## config.mk

```make
export PLATFORM = sky130hd
export DESIGN_NAME = pipe_skid_reg
export DESIGN_NICKNAME = d
export VERILOG_FILES = /design/src/rtl/pipe_skid_reg.sv
export SDC_FILE = /design/constraint.sdc
export NUM_CORES = 1
export LEC_CHECK = 0
export CELL_PAD_IN_SITES_DETAIL_PLACEMENT = 0
export CELL_PAD_IN_SITES_GLOBAL_PLACEMENT = 1
export CORE_MARGIN = 3
export CORE_UTILIZATION = 35
export DETAILED_ROUTE_END_ITERATION = 12
export HOLD_SLACK_MARGIN = 0.12
export PLACE_DENSITY = 0.81
export SYNTH_ARGS = -nofsm -noshare
export SYNTH_HDL_FRONTEND = slang
export SYNTH_SLANG_ARGS = --single-unit
```

## constraint.sdc

```tcl
create_clock -name clk -period 1.95 [get_ports clk]
set_input_delay 0.585 -clock clk [delete_from_list [all_inputs] [get_ports clk]]
set_output_delay 0.585 -clock clk [all_outputs]
set_load 0.005 [all_outputs]
```

## src/rtl/pipe_skid_reg.sv

```systemverilog
// Two-entry skid pipeline register (main + skid) with multi-source stall,
// flush with optional data clearing, and a saturating flush counter.
// in_ready depends only on registered state and the stall inputs, so no
// combinational path runs from out_ready back to in_ready.
module pipe_skid_reg #(
  parameter int WIDTH          = 32,
  parameter int NUM_STALL      = 3,
  parameter bit CLEAR_ON_FLUSH = 1'b1,
  parameter int CNT_W          = 8
) (
  input  logic                 clk,
  input  logic                 rst,
  input  logic                 flush,
  input  logic [NUM_STALL-1:0] stall,
  input  logic                 in_valid,
  input  logic [WIDTH-1:0]     in_data,
  output logic                 in_ready,
  output logic                 out_valid,
  output logic [WIDTH-1:0]     out_data,
  input  logic                 out_ready,
  output logic [1:0]           occupancy,
  output logic [CNT_W-1:0]     flush_cnt
);

  // State encoding equals the number of held entries.
  localparam logic [1:0] EMPTY = 2'd0;
  localparam logic [1:0] ONE   = 2'd1;
  localparam logic [1:0] FULL  = 2'd2;

  logic [1:0]       state;
  logic [WIDTH-1:0] main;
  logic [WIDTH-1:0] skid;
  logic             stall_any;
  logic             in_fire;
  logic             out_fire;

  // Increment that sticks at all-ones instead of wrapping.
  function automatic logic [CNT_W-1:0] sat_inc(input logic [CNT_W-1:0] v);
    return (&v) ? v : v + CNT_W'(1);
  endfunction

  assign stall_any = |stall;
  assign in_ready  = !stall_any && (state != FULL);
  assign out_valid = (state != EMPTY);
  assign out_data  = main;
  assign occupancy = state;
  assign in_fire   = in_valid && in_ready;
  assign out_fire  = out_valid && out_ready && !stall_any;

  // Entry state machine: reset beats flush, flush beats stall and handshakes.
  // A stall needs no explicit branch: both fire terms are already low.
  always_ff @(posedge clk) begin
    if (!rst) begin
      state <= EMPTY;
      main  <= '0;
      skid  <= '0;
    end else if (flush) begin
      state <= EMPTY;
      if (CLEAR_ON_FLUSH) begin
        main <= '0;
        skid <= '0;
      end
    end else begin
      case (state)
        EMPTY: begin
          if (in_fire) begin
            state <= ONE;
            main  <= in_data;
          end
        end
        ONE: begin
          if (in_fire && out_fire) begin
            main <= in_data;
          end else if (in_fire) begin
            state <= FULL;
            skid  <= in_data;
          end else if (out_fire) begin
            state <= EMPTY;
          end
        end
        FULL: begin
          if (out_fire) begin
            state <= ONE;
            main  <= skid;
          end
        end
        default: state <= EMPTY;
      endcase
    end
  end

  // Count flushes that actually discarded something; reset clears silently.
  always_ff @(posedge clk) begin
    if (!rst) begin
      flush_cnt <= '0;
    end else if (flush && (state != EMPTY)) begin
      flush_cnt <= sat_inc(flush_cnt);
    end
  end

endmodule

```

=== Word level (Yosys, flattened, before mapping) ===
Cells that the tools add are included.

* Flip-flop bits (word level): 74
* Input bits: 40
* Output and inout bits: 44
* Logic and storage cells: 43

* Add/subtract/negate cells: 1
* Eq/ne operators: 8
* Muxes and demuxes: 10
* Bitwise gates (word level): 3
* Reduce and logical (&&, ||, !) cells: 17

{| class="wikitable"
|+ Operators with widths
! kind !! number
|-
| $mux 32 || 3
|-
| $pmux 32 s3 || 1
|-
| $mux 2 || 5
|-
| $ne 2x2->1 const B || 5
|-
| $add 8x1->8 const B || 1
|-
| $reduce_and 4->1 || 2
|-
| $reduce_and 8->1 || 1
|-
| $logic_and 1x1->1 || 6
|-
| $pmux 2 s3 || 1
|-
| $ne 3x3->1 const B || 1
|-
| $not 1->1 || 3
|-
| $reduce_and 3->1 || 1
|-
| $reduce_bool 3->1 || 1
|-
| $reduce_or 3->1 || 1
|-
| $eq 2x1->1 const B || 1
|-
| $eq 2x2->1 const B || 1
|-
| $logic_not 2->1 || 1
|-
| $reduce_and 2->1 || 1
|-
| $reduce_bool 2->1 || 1
|-
| $reduce_or 2->1 || 1
|-
| $logic_not 1->1 || 1
|}

=== Logic depth before layout (Yosys ltp) ===
* Word-level depth: 7
* Mapped depth: 7
* Depth with buffers taken out: 5

=== Least setup slack after synthesis ===
OpenSTA, ideal clock, no wires.

* Path type: input-to-reg
* Start point: input stall[1]
* End point: register main[10], in the netlist out_data[10]
* Library setup time: 0.146 ns
* Data arrival time: 1.647 ns
* Data required time: 1.804 ns
* Setup slack: 0.157 ns
* Cell stages on the path: 6
* Buffers on the path: 2
* Cell sequence: nor3_2 -> nor3b_4 -> or2_1 -> buf_6 -> buf_6 -> a211oi_2

* Longest elaborated chain between the ends: 7
* Elaborated cells between the ends (all ways): 10
* Those cells by class: eq/ne (3); reduce/logical (7)

{| class="wikitable"
|+ RTL lines
! item !! line !! source
|-
| start, declared || 14 || <nowiki>input logic [NUM_STALL-1:0] stall,</nowiki>
|-
| $reduce_or 3->1 * || 42 || <nowiki>assign stall_any = |stall;</nowiki>
|-
| $logic_not 1->1 * || 43, 48 ||
|-
| $logic_and 1x1->1 || 43 || <nowiki>assign in_ready = !stall_any && (state != FULL);</nowiki>
|-
| $logic_and 1x1->1 || 47 || <nowiki>assign in_fire = in_valid && in_ready;</nowiki>
|-
| $logic_and 1x1->1 || 72 || <nowiki>if (in_fire && out_fire) begin</nowiki>
|-
| $ne 2x2->1 (no line) || n/a ||
|-
| $reduce_and 4->1 (no line) * || n/a ||
|-
| end signal, assigned || 68 || <nowiki>main <= in_data;</nowiki>
|-
| end signal, assigned || 73 || <nowiki>main <= in_data;</nowiki>
|-
| end signal, assigned || 84 || <nowiki>main <= skid;</nowiki>
|-
| end, declared || 31 || <nowiki>logic [WIDTH-1:0] main;</nowiki>
|}

Mark *: on every way between the ends. The rest lies on a longest branch, timed or not.
A chain may end at the register's enable or synchronous reset.

=== Worst setup path after layout ===
* Start point: input in_valid
* End point: register main[28], in the netlist out_data[28]

* Longest elaborated chain between the ends: 4
* Elaborated cells between the ends (all ways): 5
* Those cells by class: eq/ne (2); reduce/logical (3)

{| class="wikitable"
|+ RTL lines
! item !! line !! source
|-
| start, declared || 15 || <nowiki>input logic in_valid,</nowiki>
|-
| $logic_and 1x1->1 * || 47 ||
|-
| $logic_and 1x1->1 || 72 ||
|-
| $ne 2x2->1 (no line) || n/a ||
|-
| $reduce_and 4->1 (no line) * || n/a ||
|}

Marks and branches as above.

==> impl_metrics.env <==
export IMPL_outcome="finished, final reports clean"
export IMPL_hpwl_um=5350
export IMPL_clk_pin_slew_worst_paths_ns=0.08
export IMPL_critical_path_startpoint_type="input port"
export IMPL_rsz0062_at_grt="no"
export IMPL_fin_tns_setup_ns=0
export IMPL_htree_num_levels=3
export IMPL_synth_area_per_cell_um2=9.37
export IMPL_whs_ns=0.455
export IMPL_cts_tree="yes"
export IMPL_synth_most_common_cell="dfxtp_1"
export IMPL_die_x_um=103
export IMPL_power_share_switching=0.236
export IMPL_min_period_ns=1.88
export IMPL_ctsHoldBuffers=0
export IMPL_cp_slowest_stage_delay_ns=0.44
export IMPL_gp_congestion=0.739
export IMPL_fin_crit_sh=0.965
export IMPL_cts_inserted_buffers=9
export IMPL_yosysSeqAreaShare=0.449
export IMPL_synth_area_leader_cell="dfxtp_1"
export IMPL_p_comb_frac=0.098
export IMPL_fp_coreArea_mm2=0.00893
export IMPL_place_ws_ns=-0.457
export IMPL_setup_viol=0
export IMPL_area_growth_pct=38.1
export IMPL_vias=2796
export IMPL_min_delay_path_class="flop to flop"
export IMPL_synth_top_area_share=0.449
export IMPL_initialDrtViolationCount=122
export IMPL_drive_gt1_frac=0.185
export IMPL_io_pins=84
export IMPL_die_y_um=103
export IMPL_dieArea_mm2=0.0106
export IMPL_fin_area_mm2=0.00455
export IMPL_utilization=0.510
export IMPL_fin_skew_ns=0.0134
export IMPL_grt_pass1_vias=2657
export IMPL_nFillCells=840
export IMPL_pwr_density_cell_mw_per_mm2=666
export IMPL_wire_per_inst_um=14.7
export IMPL_p_switching_uw=715
export IMPL_crit_fanout=5
export IMPL_postCtsSetupRepairBufs=0
export IMPL_drc_errors=0
export IMPL_p_int_mw=2.32
export IMPL_crit_type="input port to flop"
export IMPL_yosys_cell_types_count=42
export IMPL_layout_nets=479
export IMPL_syn_area_mm2=0.00330
export IMPL_cpMaxStageDelayCell="clkdlybuf4s50_1"
export IMPL_cts_sinks=74
export IMPL_synth_async_reset_ratio=0
export IMPL_yosys_top_cells_count="74 x dfxtp_1, 67 x nand2_1, 35 x a21oi_1"
export IMPL_synthTopCellsByArea="dfxtp_1 45%, a211oi_2 11%, mux2i_1 10%"
export IMPL_crit_chain="clkdlybuf4s50_1 -> mux2i_1 -> nor3b_4 -> or2_2 -> buf_4 -> a211oi_1"
export IMPL_overflow=0
export IMPL_placementRows=34
export IMPL_antenna_cells=0
export IMPL_synth_seq_cells=74
export IMPL_total_leakage_power_nw=1.77
export IMPL_clockPowerShare=0.397
export IMPL_worstMarginPinSlew_ns=0.604
export IMPL_clock_path_buffers=2
export IMPL_viasPerCell=5.07
export IMPL_insertion_delay_ns=0.34
export IMPL_cp_arrival_ns=2.14
export IMPL_first_pass_iters=4
export IMPL_finalMaxSlewViolations=0
export IMPL_io_buffers=83
export IMPL_cp_data_required_time_ns=2.21
export IMPL_hold_violations=0
export IMPL_grt_use_total=0.157
export IMPL_power_frac_seq=0.505
export IMPL_start_util=0.369
export IMPL_grt_first_pass_wirelength_um=13000
export IMPL_ys_warn_count=0
export IMPL_placed_cell_area_mm2=0.00436
export IMPL_synth_fp_nets=393
export IMPL_postRouteAntennaNets=0
export IMPL_clockRootBuffer="clkbuf_8"
export IMPL_relSlewSlack=0.598
export IMPL_max_freq_mhz=531
export IMPL_drt_wl_total_um=8120
export IMPL_dominantRegCellSynth="dfxtp_1"
export IMPL_synthCells=352
export IMPL_antenna_found_initial=0
export IMPL_setup_ws_ns=0.0676
export IMPL_maxCapViolCount=0
export IMPL_synth_edf_count=0
export IMPL_grt_max_degree=34
export IMPL_end_kind="flop"
export IMPL_peakVddDrop_mv=0.258
-- stage by stage --
stage,total power [mW],cells
global placement,1.87,535
detailed placement,1.87,535
global route,3.16,551
CTS,3.08,551
finish,3.03,551
floorplan,1.70,352
-- layout make-up --
class / count / area (um^2) / area share
Inverter: 2 / 7.51 / 0.00165
Multi-Input combinational cell: 245 / 1640 / 0.361
Clock buffer: 12 / 145 / 0.0319
Tap cell: 108 / 135 / 0.0297
Timing Repair Buffer: 106 / 1090 / 0.238
Clock inverter: 4 / 51.3 / 0.0113
Sequential cell: 74 / 1490 / 0.326
-- state kept, by name, summed over array words and instances, names as in the netlist --
| name | flops |
|---|---|
| skid | 32 |
| out_data | 32 |
| occupancy | 2 |
| flush_cnt | 8 |
-- critical path: cells and delay by family --
family,cells,cell delay [ns]
buffers and inverters,2,0.63
AND/OR/NAND/NOR,2,0.46
multiplexers,1,0.26
AO/OA/AOI/OAI,1,0.20
-- final timing paths --
check | startpoint | end | slack, ns | cells past startpoint
max | in_valid | out_data[28] | 0.07 | 6
min | skid[12] | skid[12] | 0.46 | 2
max reg2reg | occupancy[1] | out_data[28] | 0.23 | 6
min reg2reg | skid[12] | skid[12] | 0.46 | 2
-- per-layer routing --
metal  up-vias  track usage  wire [um]
met5         -            0          0
met4         0       0.0627         86
met3         7       0.0399        395
met2        55        0.241       3730
met1      1321        0.211       3910
li1       1413            -          -
-- layout by cell type, fill, tap and decap left out, drive strengths merged, types with 3 or more instances in the layout --
master and count:
clkdlybuf4s50 76, dfxtp 74, nand2 67, a21oi 35, mux2i 33, nor3 33, a211oi 32, buf 24
clkbuf 13, o21ai 5, nand3 4, nor2 4, and2 3, dlygate4sd2 3, and3 3
-- cell families (layout without fill, tap and decap cells) --
family	after synthesis	count (layout)	share of synthesized area
simple gates	129	129	0.189
compound gates	79	79	0.195
flops	74	74	0.449
mux	33	33	0.100
buf+inv	33	124	0.0554
xor+xnor	3	3	0.00797
fa+ha+maj	1	1	0.00379
-- power groups by stage --
| stage | logic [mW] | registers, mW | clock network, mW |
|---|---|---|---|
| 2_1_floorplan | 0.128 | 1.57 | 0 |
| 3_3_place_gp | 0.298 | 1.57 | 0 |
| 3_5_place_dp | 0.302 | 1.57 | 0 |
| 4_1_cts | 0.300 | 1.53 | 1.25 |
| 5_1_grt | 0.320 | 1.53 | 1.31 |
| 6_report | 0.296 | 1.53 | 1.20 |
-- repair_timing --
| item | 4_1_cts | 5_1_grt |
|---|---|---|
| pin swaps | 2 | 0 |
| gates resized for setup | 12 | 5 |
| endpoints found under the setup margin | 4 | 5 |
Note: power is estimated with default switching activity, not from simulation.
